[src/rtl/mac_drain_pkg.sv]
`default_nettype none
// ----------------------------------------------------------------------------
// mac_pkg : shared widths, FIFO entry type and requantiser for the MAC drain
// Rev 1.0
// ----------------------------------------------------------------------------
package mac_pkg;

    localparam int ACC_W  = 39;
    localparam int DATA_W = 16;

    localparam logic signed [ACC_W:0] SAT_HI = (ACC_W+1)'(32'sd32767);
    localparam logic signed [ACC_W:0] SAT_LO = (ACC_W+1)'(-32'sd32768);

    typedef struct packed {
        logic                     sat;
        logic signed [DATA_W-1:0] data;
    } fifo_entry_t;

    // Round-half-up: adding half an LSB before an arithmetic shift rounds ties
    // towards +inf for both signs.
    function automatic fifo_entry_t requant(input logic signed [ACC_W-1:0] acc,
                                            input int unsigned             shift);
        logic signed [ACC_W:0] w_ext;
        logic signed [ACC_W:0] w_half;
        logic signed [ACC_W:0] w_rnd;
        logic signed [ACC_W:0] w_shr;
        fifo_entry_t           r;
        w_ext  = {acc[ACC_W-1], acc};
        w_half = '0;
        if (shift > 0) begin
            w_half = (ACC_W+1)'(1) << (shift - 1);
        end
        w_rnd  = w_ext + w_half;
        w_shr  = w_rnd >>> shift;
        r.sat  = 1'b0;
        r.data = w_shr[DATA_W-1:0];
        if (w_shr > SAT_HI) begin
            r.sat  = 1'b1;
            r.data = SAT_HI[DATA_W-1:0];
        end else if (w_shr < SAT_LO) begin
            r.sat  = 1'b1;
            r.data = SAT_LO[DATA_W-1:0];
        end
        return r;
    endfunction

endpackage
`default_nettype wire

[src/rtl/mac_drain_if.sv]
`default_nettype none
// ----------------------------------------------------------------------------
// mac_drain_if : ALU-side beat/clear signals and result valid/ready port
// Rev 1.0
// ----------------------------------------------------------------------------
interface mac_drain_if;
    import mac_pkg::*;

    logic                     valid_in;
    logic signed [ACC_W-1:0]  y;
    logic                     ready_in;
    logic                     acc_clr;
    logic                     valid_out;
    logic signed [DATA_W-1:0] data_out;
    logic                     sat_out;
    logic                     ready_out;

    modport slave (
        input  valid_in, y, ready_out,
        output ready_in, acc_clr, valid_out, data_out, sat_out
    );

    modport master (
        output valid_in, y, ready_out,
        input  ready_in, acc_clr, valid_out, data_out, sat_out
    );

endinterface
`default_nettype wire

[src/rtl/mac_drain_fifo.sv]
`default_nettype none
// ----------------------------------------------------------------------------
// drain_fifo : show-ahead synchronous FIFO, output holds last value when empty
// Rev 1.0
// ----------------------------------------------------------------------------
module drain_fifo #(
    parameter int DEPTH = 4,
    parameter int WIDTH = 17
) (
    input  wire logic                     clk,
    input  wire logic                     R_n,
    input  wire logic                     wr_en_i,
    input  wire logic [WIDTH-1:0]         wr_data_i,
    input  wire logic                     rd_en_i,
    output logic      [WIDTH-1:0]         rd_data_o,
    output logic                          full_o,
    output logic                          empty_o,
    output logic      [$clog2(DEPTH):0]   count_o
);

    localparam int AW = $clog2(DEPTH);

    logic [WIDTH-1:0] mem_q [DEPTH];
    logic [AW-1:0]    wr_ptr_q, wr_ptr_d;
    logic [AW-1:0]    rd_ptr_q, rd_ptr_d;
    logic [AW:0]      count_q, count_d;
    logic [WIDTH-1:0] hold_q, hold_d;
    logic             w_push;
    logic             w_pop;

    assign empty_o   = (count_q == '0);
    assign full_o    = (count_q == (AW+1)'(DEPTH));
    assign count_o   = count_q;
    assign w_push    = wr_en_i && !full_o;
    assign w_pop     = rd_en_i && !empty_o;
    // Head is visible combinationally; once drained, the last popped entry stays.
    assign rd_data_o = empty_o ? hold_q : mem_q[rd_ptr_q];

    always_comb begin
        wr_ptr_d = wr_ptr_q;
        rd_ptr_d = rd_ptr_q;
        count_d  = count_q;
        hold_d   = hold_q;
        if (w_push) begin
            wr_ptr_d = wr_ptr_q + 1'b1;
        end
        if (w_pop) begin
            rd_ptr_d = rd_ptr_q + 1'b1;
            hold_d   = mem_q[rd_ptr_q];
        end
        case ({w_push, w_pop})
            2'b10:   count_d = count_q + (AW+1)'(1);
            2'b01:   count_d = count_q - (AW+1)'(1);
            default: count_d = count_q;
        endcase
    end

    always_ff @(posedge clk) begin
        if (w_push) begin
            mem_q[wr_ptr_q] <= wr_data_i;
        end
    end

    always_ff @(posedge clk or negedge R_n) begin
        if (!R_n) begin
            wr_ptr_q <= '0;
            rd_ptr_q <= '0;
            count_q  <= '0;
            hold_q   <= '0;
        end else begin
            wr_ptr_q <= wr_ptr_d;
            rd_ptr_q <= rd_ptr_d;
            count_q  <= count_d;
            hold_q   <= hold_d;
        end
    end

endmodule
`default_nettype wire

[src/rtl/mac_drain.sv]
`default_nettype none
// ----------------------------------------------------------------------------
// mac_drain : counts MAC beats, captures/requantises each vector sum, queues it
// Rev 1.0
// ----------------------------------------------------------------------------
module mac_drain
    import mac_pkg::*;
#(
    parameter int VEC_LEN = 4,
    parameter int SHIFT   = 0,
    parameter int DEPTH   = 4
) (
    input wire logic   clk,
    input wire logic   R_n,
    mac_drain_if.slave bus
);

    localparam int CNT_W  = (VEC_LEN > 1) ? $clog2(VEC_LEN) : 1;
    localparam int FCNT_W = $clog2(DEPTH) + 1;
    localparam int ENT_W  = $bits(fifo_entry_t);

    logic [CNT_W-1:0]  cnt_q, cnt_d;
    logic              cap_pend_q, cap_pend_d;
    logic              acc_clr_q, acc_clr_d;
    logic              w_ready;
    logic              w_beat;
    logic              w_last;
    logic              w_pop;
    logic              w_full;
    logic              w_empty;
    logic [FCNT_W-1:0] w_count;
    fifo_entry_t       w_req;
    fifo_entry_t       w_head;

    assign w_ready = !acc_clr_q && !cap_pend_q && !w_full;
    assign w_beat  = bus.valid_in && w_ready;
    assign w_last  = (cnt_q == CNT_W'(VEC_LEN - 1));
    assign w_req   = requant(bus.y, SHIFT);
    assign w_pop   = bus.ready_out && (w_count != '0);

    // The completing beat schedules both the capture and the ALU clear; the
    // capture edge itself is the one on which the ALU samples R=1.
    always_comb begin
        cnt_d      = cnt_q;
        cap_pend_d = 1'b0;
        acc_clr_d  = 1'b0;
        if (w_beat) begin
            if (w_last) begin
                cnt_d      = '0;
                cap_pend_d = 1'b1;
                acc_clr_d  = 1'b1;
            end else begin
                cnt_d = cnt_q + 1'b1;
            end
        end
    end

    always_ff @(posedge clk or negedge R_n) begin
        if (!R_n) begin
            cnt_q      <= '0;
            cap_pend_q <= 1'b0;
            acc_clr_q  <= 1'b1;
        end else begin
            cnt_q      <= cnt_d;
            cap_pend_q <= cap_pend_d;
            acc_clr_q  <= acc_clr_d;
        end
    end

    drain_fifo #(
        .DEPTH (DEPTH),
        .WIDTH (ENT_W)
    ) u_fifo (
        .clk       (clk),
        .R_n       (R_n),
        .wr_en_i   (cap_pend_q),
        .wr_data_i (w_req),
        .rd_en_i   (w_pop),
        .rd_data_o (w_head),
        .full_o    (w_full),
        .empty_o   (w_empty),
        .count_o   (w_count)
    );

    assign bus.ready_in  = w_ready;
    assign bus.acc_clr   = acc_clr_q;
    assign bus.valid_out = !w_empty;
    assign bus.data_out  = w_head.data;
    assign bus.sat_out   = w_head.sat;

endmodule
`default_nettype wire

[src/flat_wrapper.sv]
// flat-port wrapper written by rule: the top's interface ports become plain ports
module mac_drain_flat import mac_pkg::*;
#(
    parameter int VEC_LEN = 4,
    parameter int SHIFT   = 0,
    parameter int DEPTH   = 4
)
  (clk, R_n, bus_valid_in, bus_y, bus_ready_out, bus_ready_in, bus_acc_clr, bus_valid_out, bus_data_out, bus_sat_out);
  mac_drain_if bus_i ();
  input wire logic clk;
  input wire logic R_n;
  input wire logic [$bits(bus_i.valid_in)-1:0] bus_valid_in;
  input wire logic [$bits(bus_i.y)-1:0] bus_y;
  input wire logic [$bits(bus_i.ready_out)-1:0] bus_ready_out;
  output wire logic [$bits(bus_i.ready_in)-1:0] bus_ready_in;
  output wire logic [$bits(bus_i.acc_clr)-1:0] bus_acc_clr;
  output wire logic [$bits(bus_i.valid_out)-1:0] bus_valid_out;
  output wire logic [$bits(bus_i.data_out)-1:0] bus_data_out;
  output wire logic [$bits(bus_i.sat_out)-1:0] bus_sat_out;
  assign bus_i.valid_in = bus_valid_in;
  assign bus_i.y = bus_y;
  assign bus_i.ready_out = bus_ready_out;
  assign bus_ready_in = bus_i.ready_in;
  assign bus_acc_clr = bus_i.acc_clr;
  assign bus_valid_out = bus_i.valid_out;
  assign bus_data_out = bus_i.data_out;
  assign bus_sat_out = bus_i.sat_out;
  mac_drain #(.VEC_LEN(VEC_LEN), .SHIFT(SHIFT), .DEPTH(DEPTH)) u_core (.clk(clk), .R_n(R_n), .bus(bus_i));
endmodule
[config.mk]
export PLATFORM = sky130hd
export DESIGN_NAME = mac_drain_flat
export DESIGN_NICKNAME = d
export VERILOG_FILES = /design/src/rtl/mac_drain_pkg.sv /design/src/rtl/mac_drain_if.sv /design/src/rtl/mac_drain_fifo.sv /design/src/rtl/mac_drain.sv /design/src/flat_wrapper.sv
export SDC_FILE = /design/constraint.sdc
export NUM_CORES = 1
export LEC_CHECK = 0
export ABC_AREA = 1
export BUFFER_PORTS_ARGS = -buffer_cell sky130_fd_sc_hd__buf_2
export CORE_ASPECT_RATIO = 0.6
export CORE_UTILIZATION = 50
export DETAILED_ROUTE_END_ITERATION = 12
export PLACE_DENSITY = 0.77
export SYNTH_ARGS = -nofsm -noshare
export SYNTH_HDL_FRONTEND = slang
export SYNTH_SLANG_ARGS = --single-unit
[constraint.sdc]
create_clock -name clk -period 4.82 [get_ports clk]
set_input_delay 1.446 -clock clk [delete_from_list [all_inputs] [get_ports clk]]
set_output_delay 1.446 -clock clk [all_outputs]
set_load 0.02 [all_outputs]
==> results.sh <==
export IMPL_ys_flop_type="edfxtp_1"
export IMPL_async_reset_ff_share_pct=29.2
export IMPL_antenna_found_initial=0
export IMPL_gp_congestion=0.736
export IMPL_htree_levels=3
export IMPL_core_sq_um=8070
export IMPL_syn_to_final_growth_pct=14.5
export IMPL_grt_setup_unrepaired="no"
export IMPL_worst_path_buf_inv=2
export IMPL_dr_pass1_iters=5
export IMPL_initial_core_util_pct=52.9
export IMPL_slowest_stage="dfrtp_1"
export IMPL_clock_skew_ps=4.54
export IMPL_cts_tree="done"
export IMPL_synth_edf_count=68
export IMPL_slew_violations=0
export IMPL_path_class="flop to output pin"
export IMPL_grt_pass1_wl_microns=13400
export IMPL_synthCells=428
export IMPL_dp_hpwl_microns=5710
export IMPL_port_buffers=62
export IMPL_vias=3022
export IMPL_ioPinCount=63
export IMPL_cts_inserted_buffers=9
export IMPL_cp_top_family="flip-flops"
export IMPL_rows=25
export IMPL_diodes=0
export IMPL_clock_sinks=96
export IMPL_setup_ws_ps=1230
export IMPL_grtUsageTotal_pct=20.4
export IMPL_ant_nets=0
export IMPL_worst_pin_slew_ps=1020
export IMPL_cp_arrival_ps=2150
export IMPL_yosysTopAreaCell="edfxtp_1"
export IMPL_layout_drive_gt1_share_pct=19.5
export IMPL_yosysUniqueCellTypes=26
export IMPL_drtIter0Drc=254
export IMPL_postCtsHoldBufs=0
export IMPL_clk_pin_slew_ps=70
export IMPL_cts_resized=0
export IMPL_run_status="complete, no violations"
export IMPL_clockBufferDepth=2
export IMPL_fmax_mhz=278
export IMPL_synth_area_leaders="edfxtp_1 48%, dfrtp_1 16%, nand2_1 15%"
export IMPL_tns_ps=0
export IMPL_netlist_area_sq_um=4270
export IMPL_setup_viol=0
export IMPL_die_area_sq_um=8930
export IMPL_drc=0
export IMPL_fillerInstances=668
export IMPL_postCtsSetupRepairBufs=0
export IMPL_cp_start_kind="flop"
export IMPL_netlist_area_leader_share_pct=47.8
export IMPL_yosysWarningCount=0
export IMPL_end_kind="output pin"
export IMPL_nets=533
export IMPL_slowest_delay_ps=810
export IMPL_syn_num_nets=478
export IMPL_powerDensity_nw_per_um2=599
export IMPL_p_leak_nw=2.05
export IMPL_clock_latency_ps=330
export IMPL_grt_max_degree=37
export IMPL_die_x_microns=121
export IMPL_hold_viol_final=0
export IMPL_synth_area_per_cell_sq_um=9.98
export IMPL_crit_chain="inv_2 -> nand3_1 -> nand2_1 -> o21ai_0 -> buf_2"
export IMPL_period_share_pct=74.5
export IMPL_synth_seq_cells=96
export IMPL_max_slew_margin_pct=31.9
export IMPL_grt_pass1_vias=2730
export IMPL_die_h_microns=73.6
export IMPL_hold_class="flop to flop"
export IMPL_avgViaCountPerCell=5.07
export IMPL_crit_required_ps=3370
export IMPL_maxCapViolCount=0
export IMPL_wirelength_microns=8400
export IMPL_cp_max_fo=19
export IMPL_layout_min_cycle_time_ps=3590
export IMPL_ir_drop_mv=0.273
export IMPL_wl_per_cell_microns=14.1
export IMPL_place_ws_ps=1610
export IMPL_yosysSeqAreaShare_pct=64.2
export IMPL_root_buffer="clkbuf_16"
export IMPL_overflow=0
layout make-up:
class	count	area, sq um	share of cell area (%)
inverters	17	66.3	1.36
flip-flops and latches	96	2740	56.1
clock inverters	7	61.3	1.25
well taps	108	135	2.76
clock buffers	9	225	4.60
repair buffers	63	318	6.50
multi-input cells	296	1340	27.4
synthesized netlist by cell type (3+ instances only):
cell type  number
inv_1          14
buf_4           7
xor2_1          3
nand2_1       172
o21ai_1        16
nor2_1         28
dfrtp_1        27
edfxtp_1       68
o21ai_0        21
buf_2           7
ha_1            6
nand3_1        35
buf_6           3
nand4_1         3
nand2_2         4
report_power, final:
| group | internal, mW | total, mW | switching [mW] |
|---|---|---|---|
| Combinational | 0.343 | 1.11 | 0.768 |
| Sequential | 1.03 | 1.15 | 0.115 |
| Clock | 0.360 | 0.671 | 0.311 |
metrics by stage:
stage,instance area (sq um),cells,utilization (%),hold WS (ps),power (mW)
after floorplan,4270,428,-,446,1.96
after global routing,4890,596,60.6,514,3.13
after CTS,4890,596,60.6,489,2.94
final,4890,596,60.6,484,2.93
after detailed placement,4610,580,57.1,474,2.28
after global placement,4610,580,57.1,464,2.24
registers in the layout (all words and copies together) (netlist names):
signal	cells
u_core.bus.acc_clr	1
u_core.u_fifo.rd_ptr_q	2
u_core.cnt_q	2
u_core.u_fifo.mem_q	68
u_core.u_fifo.hold_q	17
u_core.u_fifo.count_o	3
u_core.u_fifo.wr_ptr_q	2
u_core.cap_pend_q	1
path summary, 6_finish.rpt:
path                       slack [ps]  depth (start not counted)                       end                      start
min in group asynchronous        1110                          1  u_core.u_fifo.count_o[1]                        R_n
min                               480                          2           u_core.cnt_q[1]            u_core.cnt_q[1]
max                              1230                          5           bus_data_out[0]  u_core.u_fifo.rd_ptr_q[1]
max in group asynchronous        3310                          1   u_core.u_fifo.hold_q[2]                        R_n
max reg2reg                      2620                         10  u_core.u_fifo.count_o[2]   u_core.u_fifo.count_o[0]
min reg2reg                       480                          2           u_core.cnt_q[1]            u_core.cnt_q[1]
cells by family after synthesis:
family | count (synthesis) | share of synthesized area [%]
DFF | 96 | 64.2
AOI/OAI and AO/OA | 40 | 5.01
buffers and inverters | 36 | 4.60
adders and majority gates | 7 | 2.23
and+or+nand+nor | 245 | 23.1
xor gates and xnor gates | 4 | 0.820
cell usage in the layout, fill, tap and decap left out, types with 3 or more instances in the layout:
cell       instances
buf_2             62
clkbuf_16          9
dfrtp_1           27
edfxtp_1          68
ha_1               6
inv_1             14
inv_6              3
nand2_1          172
nand2_2            4
nand3_1           35
nand4_1            3
nor2_1            24
nor2_2             6
o21ai_0           21
o21ai_1           16
xor2_1             3
worst register-to-register path, stage by stage (launching register included):
cell,delay (ps)
dfrtp_1,400
nor2_2,60
nand2_2,80
nand2_2,320
inv_1,190
ha_1,150
inv_1,70
fa_1,390
a21oi_1,150
o21ai_0,120
xor2_1,150
routing by layer:
layer	vias to the layer above	track usage, %	wire [microns]
met1	1371	30.8	4140
met2	120	29.5	3440
met3	9	4.74	754
li1	1522	-	-
met5	-	0	0
met4	0	5.76	68
Power figures use the tool's default switching activity.
